$ cat src/rtl/kvs_req_mux.sv
// Request multiplexer between NUM_CH per-port eth_top instances and one db_top lookup port.
// Per-channel request FIFOs, round-robin issue under an outstanding limit, in-order response routing.
module kvs_req_mux #(
   parameter int NUM_CH     = 4,
   parameter int KEY_SIZE   = 96,
   parameter int FLAG_SIZE  = 4,
   parameter int FIFO_DEPTH = 8,
   parameter int MAX_OUT    = 16
) (
   input  logic                          clk,
   input  logic                          sys_rst_n,
   input  logic [NUM_CH-1:0]             ch_in_valid,
   input  logic [NUM_CH*KEY_SIZE-1:0]    ch_in_key,
   input  logic [NUM_CH*FLAG_SIZE-1:0]   ch_in_flag,
   output logic [NUM_CH-1:0]             ch_in_ready,
   output logic [NUM_CH-1:0]             ch_out_valid,
   output logic [FLAG_SIZE-1:0]          ch_out_flag,
   output logic                          db_in_valid,
   output logic [KEY_SIZE-1:0]           db_in_key,
   output logic [FLAG_SIZE-1:0]          db_in_flag,
   input  logic                          db_out_valid,
   input  logic [FLAG_SIZE-1:0]          db_out_flag,
   output logic [NUM_CH*16-1:0]          drop_cnt,
   output logic                          err_spurious
);

   localparam int CH_W = $clog2(NUM_CH);
   localparam int PW   = $clog2(FIFO_DEPTH);
   localparam int OW   = $clog2(MAX_OUT) + 1;
   localparam int TW   = $clog2(MAX_OUT);
   localparam int EW   = KEY_SIZE + FLAG_SIZE;

   logic [EW-1:0]     fifo_mem [NUM_CH][FIFO_DEPTH];
   logic [PW:0]       wr_ptr   [NUM_CH];
   logic [PW:0]       rd_ptr   [NUM_CH];
   logic [PW:0]       wr_nxt   [NUM_CH];
   logic [PW:0]       rd_nxt   [NUM_CH];
   logic [15:0]       drops    [NUM_CH];
   logic [CH_W-1:0]   tag_mem  [MAX_OUT];
   logic [TW-1:0]     tag_wr;
   logic [TW-1:0]     tag_rd;
   logic [NUM_CH-1:0] empty;
   logic [NUM_CH-1:0] full;
   logic [NUM_CH-1:0] push;
   logic [NUM_CH-1:0] pop;
   logic [NUM_CH-1:0] ready_nxt;
   logic [CH_W-1:0]   rr;
   logic [CH_W-1:0]   cand;
   logic [CH_W-1:0]   grant_idx;
   logic              grant_any;
   logic              issue;
   logic              resp;
   logic [OW-1:0]     outstanding;

   function automatic logic is_full(input logic [PW:0] w, input logic [PW:0] r);
      return (w[PW] != r[PW]) && (w[PW-1:0] == r[PW-1:0]);
   endfunction

   function automatic logic [15:0] sat_inc(input logic [15:0] c);
      return (c == 16'hFFFF) ? c : c + 16'd1;
   endfunction

   always_comb begin
      empty = '0;
      full  = '0;
      for (int i = 0; i < NUM_CH; i++) begin
         empty[i] = (wr_ptr[i] == rd_ptr[i]);
         full[i]  = is_full(wr_ptr[i], rd_ptr[i]);
      end
   end

   // Round-robin search starting just after the last granted channel.
   always_comb begin
      grant_any = 1'b0;
      grant_idx = '0;
      cand      = '0;
      for (int k = 1; k <= NUM_CH; k++) begin
         cand = CH_W'((int'(rr) + k) % NUM_CH);
         if (!grant_any && !empty[cand]) begin
            grant_any = 1'b1;
            grant_idx = cand;
         end
      end
   end

   // Issue gate looks at the count before this cycle's response is retired.
   assign issue = grant_any && (outstanding < OW'(MAX_OUT));
   assign resp  = db_out_valid && (outstanding != '0);
   assign pop   = issue ? (NUM_CH'(1) << grant_idx) : '0;

   // A pop in the same cycle frees the slot, so a push into a full FIFO still lands.
   always_comb begin
      push      = '0;
      ready_nxt = '0;
      for (int i = 0; i < NUM_CH; i++) begin
         push[i]      = ch_in_valid[i] && (!full[i] || pop[i]);
         wr_nxt[i]    = wr_ptr[i] + {{PW{1'b0}}, push[i]};
         rd_nxt[i]    = rd_ptr[i] + {{PW{1'b0}}, pop[i]};
         ready_nxt[i] = !is_full(wr_nxt[i], rd_nxt[i]);
      end
   end

   always_comb begin
      drop_cnt = '0;
      for (int i = 0; i < NUM_CH; i++) drop_cnt[i*16 +: 16] = drops[i];
   end

   always_ff @(posedge clk) begin
      for (int i = 0; i < NUM_CH; i++) begin
         if (push[i])
            fifo_mem[i][wr_ptr[i][PW-1:0]] <= {ch_in_key[i*KEY_SIZE +: KEY_SIZE],
                                               ch_in_flag[i*FLAG_SIZE +: FLAG_SIZE]};
      end
      if (issue) tag_mem[tag_wr] <= grant_idx;
   end

   always_ff @(posedge clk or negedge sys_rst_n) begin
      if (!sys_rst_n) begin
         for (int i = 0; i < NUM_CH; i++) begin
            wr_ptr[i] <= '0;
            rd_ptr[i] <= '0;
            drops[i]  <= '0;
         end
         ch_in_ready  <= '1;
         rr           <= CH_W'(NUM_CH - 1);
         outstanding  <= '0;
         tag_wr       <= '0;
         tag_rd       <= '0;
         db_in_valid  <= 1'b0;
         db_in_key    <= '0;
         db_in_flag   <= '0;
         ch_out_valid <= '0;
         ch_out_flag  <= '0;
         err_spurious <= 1'b0;
      end else begin
         for (int i = 0; i < NUM_CH; i++) begin
            wr_ptr[i] <= wr_nxt[i];
            rd_ptr[i] <= rd_nxt[i];
            if (ch_in_valid[i] && !push[i]) drops[i] <= sat_inc(drops[i]);
         end
         ch_in_ready <= ready_nxt;

         db_in_valid <= issue;
         if (issue) begin
            rr                      <= grant_idx;
            {db_in_key, db_in_flag} <= fifo_mem[grant_idx][rd_ptr[grant_idx][PW-1:0]];
            tag_wr                  <= tag_wr + TW'(1);
         end

         if (resp) begin
            tag_rd       <= tag_rd + TW'(1);
            ch_out_valid <= NUM_CH'(1) << tag_mem[tag_rd];
            ch_out_flag  <= db_out_flag;
         end else begin
            ch_out_valid <= '0;
         end

         if (db_out_valid && (outstanding == '0)) err_spurious <= 1'b1;

         case ({issue, resp})
            2'b10:   outstanding <= outstanding + OW'(1);
            2'b01:   outstanding <= outstanding - OW'(1);
            default: outstanding <= outstanding;
         endcase
      end
   end

endmodule

$ cat config.mk
export PLATFORM = sky130hd
export DESIGN_NAME = kvs_req_mux
export DESIGN_NICKNAME = d
export VERILOG_FILES = /design/src/rtl/kvs_req_mux.sv
export SDC_FILE = /design/constraint.sdc
export NUM_CORES = 2
export LEC_CHECK = 0
export BUFFER_PORTS_ARGS = -buffer_cell sky130_fd_sc_hd__buf_2
export CAP_MARGIN = 20
export CORE_MARGIN = 10
export CORE_UTILIZATION = 35
export CTS_CLUSTER_DIAMETER = 40
export DETAILED_ROUTE_END_ITERATION = 12
export PLACE_DENSITY_LB_ADDON = 0.12
export SETUP_SLACK_MARGIN = 0.02
export SYNTH_ARGS = -nofsm -noshare
export SYNTH_HDL_FRONTEND = slang
export SYNTH_SLANG_ARGS = --single-unit
$ cat constraint.sdc
create_clock -name clk -period 13 [get_ports clk]
set_clock_uncertainty 0.2 [all_clocks]
set_input_delay 0.65 -clock clk [delete_from_list [all_inputs] [get_ports clk]]
set_output_delay 0.65 -clock clk [all_outputs]
set_load 0.005 [all_outputs]
Word level (Yosys, flattened, before mapping)
Memory sizes are Yosys's and may differ from the RTL's.
Index checks and enable logic that the tools add are counted.

operators by class
  add/sub/neg operators = 20
  bitwise operators = 10
  magnitude comparators = 15
  eq/ne operators = 26
  shift operators = 2
  reduce and logical (&&, ||, !) cells = 54
  mux-type cells = 43

operators with widths
  cell                   number
  $mux 800               4
  $demux 100 s3          4
  $mux 100               6
  $bmux 100 s3           1
  $add 16x1->16 const B  4
  $eq 16x16->1 const B   4
  $add 4x1->4            8
  $logic_and 1x1->1      26
  $eq 3x3->1             8
  $ge 4x4->1 const B     5
  $not 3->4              5
  $logic_not 1->1        17
  $eq 4x4->1             4
  $lt 4x1->1 const B     4
  $mux 1                 14
  $lt 2x3->1 const B     4
  $pmux 5 s2             1
  $add 4x1->4 const B    2
  $bmux 1 s2             4
  $bmux 4 s2             1
  $mux 2                 4
  $mux 4                 2
  $ne 1x1->1             8
  $reduce_and 2->1       4
  16 further kinds       26

storage, ports and cells
  bits in writable memories = 3232
  register bits after elaboration = 225
  output and inout bits = 178
  input port bits = 411
  memories kept = 2

memory list
  memory    depth  width  rd ports  clocked after memory_dff  wr ports  RTL line  text
  fifo_mem  4      800    1         0                         4         33        logic [EW-1:0] fifo_mem [NUM_CH][FIFO_DEPTH];
  tag_mem   16     2      1         0                         1         39        logic [CH_W-1:0] tag_mem [MAX_OUT];

Depth between registers and ports, before layout
  word-level depth = 20
  mapped depth = 16
  depth with buffers taken out = 13

Least setup slack after synthesis
Ideal clock, no wire load.

  path type = reg2reg
  from = register rd_ptr[8] (netlist bit)
  to = memory fifo_mem[2][700] (netlist bit), enable pin
  buffers on the path = 3
  setup slack = 2968 ps
  stages on the path, launching flop included = 12
  data required time = 12119 ps
  data arrival time = 9151 ps
  cell sequence = dfrtp_1 -> clkbuf_1 -> xor2_1 -> or4_4 -> o211ai_2 -> nand3_2 -> buf_2 -> buf_1 -> nor2_1 -> o21a_1 -> nand2b_1 -> nor3_1

RTL lines
  item                               RTL line  text
  from (decl)                        35        logic [PW:0] rd_ptr [NUM_CH];
  from (signal, indexed assignment)  138       rd_ptr[i] <= rd_nxt[i];
  to (decl)                          33

Worst setup path in the final report
  from = register rd_ptr[8] (netlist bit)
  to = register db_in_key[86]

between the ends
  word-level cells in the longest chain between the ends = 20
  elaborated cells between the ends (all ways) = 35
  those cells by class = eq/ne (1); mux (22); bitwise (2); reduce/logical (9); memory (1)

ends and longest elaborated chain
  item                                             RTL line  text
  $eq 4x4->1 (*)                                   67        empty[i] = (wr_ptr[i] == rd_ptr[i]);
  $bmux 1 s2                                       79        if (!grant_any && !empty[cand]) begin
  $mux 1 (implied by the code)                     79
  $logic_not 1->1                                  79
  $logic_and 1x1->1                                79
  $mux 1                                           79
  $logic_not 1->1                                  79
  $logic_and 1x1->1                                79
  [... 3 more ...]                                 n/a
  $mux 2 (*)                                       79
  via grant_idx[0]                                 49        logic [CH_W-1:0] grant_idx;
  $not 2->3 (implied by the code)                  146       {db_in_key, db_in_flag} <= fifo_mem[grant_idx][rd_ptr[grant_idx][PW-1:0]];
  $bmux 4 s2                                       146
  $mux 3 (implied by the code) (2 in a row)        146
  $not 3->4 (implied by the code)                  146
  $bmux 100 s3 (*)                                 146
  $mux 100 (implied by the code) (*) (2 in a row)  146
  to (signal assigned)                             146
  to (decl)                                        19        output logic [KEY_SIZE-1:0] db_in_key,

Mark *: on every way through the listed nets, which the timed path passes. The rest lies on a longest branch. The select of a mux whose other input is x is not followed.
A chain may end at the register's enable or synchronous reset.

==> results by group <==
Worst setup path
  – Critical Path Stages: 13
  – Setup crit end kind: register
  – CP max FO: 50
  – Crit path max-delay family: buffers and inverters
  – WP data arrival: 7.94 ns
  – Critical path, cell by cell: xor2_1, or4_4, a22oi_2, o211a_4, inv_2, and3_4, nor2_8, buf_4, buf_4, buf_4, mux2_4, a2111oi_4, a211oi_2
  – Critical Path RT: 13.66 ns
  – CP Capture Point: db_in_key[86]
  – Worst Path Buf+Inv: 4
  – Worst path max stage delay: 0.89 ns
  – Reg2reg setup slack: 5.72 ns
  – Crit path kind: reg2reg
  – Most used cell, CP: buf_4
  – Worst r2r path cells: 13
  – R2r endpoint: db_in_key[86]
  – Critical Path Source Type: register
  – Critical path's slowest cell: nor2_8
  – FF-to-FF Start: rd_ptr[8]
  – CP startpoint: rd_ptr[8]

Yosys
  – Post-Syn Instances: 8281
  – Top cells by area, synth: edfxtp_1, mux2i_1, dfrtp_1
  – Synth cell types: 63
  – Synth top area share: 69.5%
  – FFs w/ async S/R, synth: 6.51%
  – Leading area contributor after synthesis: edfxtp_1
  – Register area share after synthesis: 73.6%
  – Mean Syn Cell Area: 16.9 sq um
  – Net Count, Synth: 8722
  – Post-synth EDFFs: 3232
  – Post-Syn Area: 0.140 sq mm
  – Number of synthesis warnings: 0
  – FF+latch count, synth: 3457
  – Top FF cell, synth: edfxtp_1

GRT
  – Vias in the first global route: 83300
  – Global route total overflow: 0
  – Global-route wire length before repair: 711000 um
  – Largest net degree at the start of global routing: 150
  – Total GRT Usage: 23.4%
  – Antenna violations before repair: 185

Timing
  – Fmax: 0.137 GHz
  – Final min period: 7.28 ns
  – Fin Setup TNS: 0 ns
  – Relative slew slack: 9.05%
  – Hold Slack: 0.0853 ns
  – Final hold violations: 0
  – Final setup viols: 0
  – Period utilization: 56.0%
  – Min setup slack post-route: 5.72 ns
  – Unrepaired setup endpoints after global routing: false
  – Slew Limit Fails: 0
  – Worst-Margin Slew: 1.36 ns

Die
  – Ports: 589
  – Die Span Y: 651 um
  – Die ar.: 0.424 sq mm
  – Core ar.: 0.397 sq mm
  – Initial Util: 35.2%
  – DIE WIDTH: 651 um
  – Site Rows: 231

Drt
  – DR iter-0 viols: 8396
  – Residual DRC count: 0
  – Routed Antenna Nets: 0
  – Vias per cell: 5.66
  – DR vias: 85700
  – TritonRoute pass-1 iters: 6
  – Final wirelength: 517000 um
  – Routed length per placed instance: 34.1 um

Clocking
  – Clk sinks: 3457
  – Clock slew at reported path FFs: 0.05 ns
  – H-Tree Depth: 6
  – TritonCTS buffer count: 529
  – Clock Tree Buf Depth: 4
  – CTS resizes: 0
  – Root buf cell: clkbuf_16
  – TritonCTS clock tree: yes
  – Clk Latency, worst-skew pair: 1.03 ns
  – Post-CTS setup buffers: 0

Power and ir drop
  – Leak Pwr: 57.3 nW
  – PwrDens: 308 mW/mm^2
  – Worst VDD drop: 0.489 mV

Place
  – Port buffer count: 588
  – Dpl hpwl: 302000 um
  – Place WS: 5.61 ns
  – Routability-driven placement congestion ratio: 0.807
  – Post-Place Cells: 13700

Layout
  – FILL cells: 35200
  – Layout Cells excl Fill: 15100
  – Area grow syn2layout: 22.6%
  – Nets: 9851
  – Share of layout cells above drive strength 1: 21.4%
  – Commonest non-fill, non-tap cell in the layout: edfxtp_1
  – Most frequent cells in the layout: edfxtp_1, mux2i_1, a211oi_1

Hold path
  – HP Class: in2async

Status
  – Status: completed

Job
  – Max Cap Viol: 0
==> state kept, by name, summed over array words and instances (netlist names) <==
register,count
fifo_mem,3200
db_in_key,96
drop_cnt,64
tag_mem,32
rd_ptr,16
wr_ptr,16
outstanding,5
ch_in_ready,4
ch_out_flag,4
ch_out_valid,4
db_in_flag,4
tag_rd,4
tag_wr,4
rr,2
db_in_valid,1
err_spurious,1
==> power by group <==
part           leakage [nW]  internal, W  switching [W]  total [W]
sequential             32.1       0.0142       0.000825     0.0151
clock                  8.66      0.00907        0.00527     0.0143
combinational          16.6      0.00713         0.0162     0.0234
==> cells by family (layout without fill, tap and decap cells) <==
| kind of cell | count (synthesis) | in the layout | synth area share, % |
|---|---|---|---|
| other cells | 0 | 57 | 0 |
| simple gates | 1275 | 1275 | 5.02 |
| compound gates | 1832 | 1832 | 10.6 |
| flops | 3457 | 3457 | 73.6 |
| xor+xnor | 117 | 117 | 0.734 |
| fa+ha+maj | 30 | 30 | 0.274 |
| buf+inv | 653 | 2219 | 1.92 |
| mux | 917 | 917 | 7.87 |
==> per-layer routing <==
metal | track usage [%] | share of wire [%] | up-vias
li1 | - | - | 35900
met2 | 36.6 | 46 | 3510
met1 | 33.5 | 45 | 45400
met3 | 4.75 | 6.9 | 889
met5 | 0 | 0.095 | -
met4 | 5.89 | 2.4 | 78
==> per-stage QoR <==
step | area [sq um] | utilization (%) | power, W
2_1_floorplan | 140000 | - | 0.0295
3_3_place_gp | 149000 | 37.5 | 0.0382
3_5_place_dp | 149000 | 37.5 | 0.0385
4_1_cts | 171000 | 43.1 | 0.0530
5_1_grt | 171000 | 43.1 | 0.0548
6_report | 171000 | 43.1 | 0.0528
==> cell usage after synthesis (2+ instances only) <==
cell type	n
a2111oi_4	80
nand2_1	67
a22oi_1	2
nand4_1	16
and2_1	5
a2111oi_0	20
ha_1	29
edfxtp_1	3232
a21o_1	4
mux4_2	110
mux2_4	80
nor2_1	66
a211oi_1	601
inv_1	18
xnor2_1	60
xor2_1	57
and3_1	10
or4_1	6
o31ai_1	2
buf_1	41
a221oi_1	100
inv_2	2
buf_6	23
nor3_1	27
mux2i_1	703
o311ai_0	201
nand3_1	536
mux2_2	24
a21oi_1	303
nor2b_1	503
buf_2	31
dfstp_2	6
o211ai_1	101
o21ai_0	303
or2_2	2
buf_4	2
o21a_1	5
clkbuf_1	535
dfrtp_1	219
and4_1	7
nor4_1	7
a211oi_2	100
nand2b_1	15
==> layout make-up <==
type	instances	area (sq um)	area share, %
Clock inverter	328	3850	2.25
Antenna cell	57	143	0.0834
Tap cell	5242	6560	3.83
Timing Repair Buffer	1231	9130	5.34
Clock buffer	640	14100	8.24
Inverter	20	87.6	0.0512
Sequential cell	3457	103000	60.0
Multi-Input combinational cell	4171	34500	20.2
==> worst min path at each step <==
stage                     slack, ns              to  depth (start not counted)           start
after floorplan                0.15  ch_out_flag[0]                          0       sys_rst_n
after global placement         0.25  ch_out_flag[3]                          2  ch_out_flag[3]
after detailed placement       0.26  ch_out_flag[3]                          2  ch_out_flag[3]
after CTS                      0.04   db_in_key[22]                          2       sys_rst_n
after global routing           0.09   db_in_key[22]                          2       sys_rst_n
final                          0.09   db_in_key[22]                          2       sys_rst_n
==> timing repair <==
action / CTS / global route
hold endpoints to repair: 3266 / 0
setup endpoints to repair: 0 / 0
hold buffers: 413 / 0
Power figures use the tool's default switching activity.
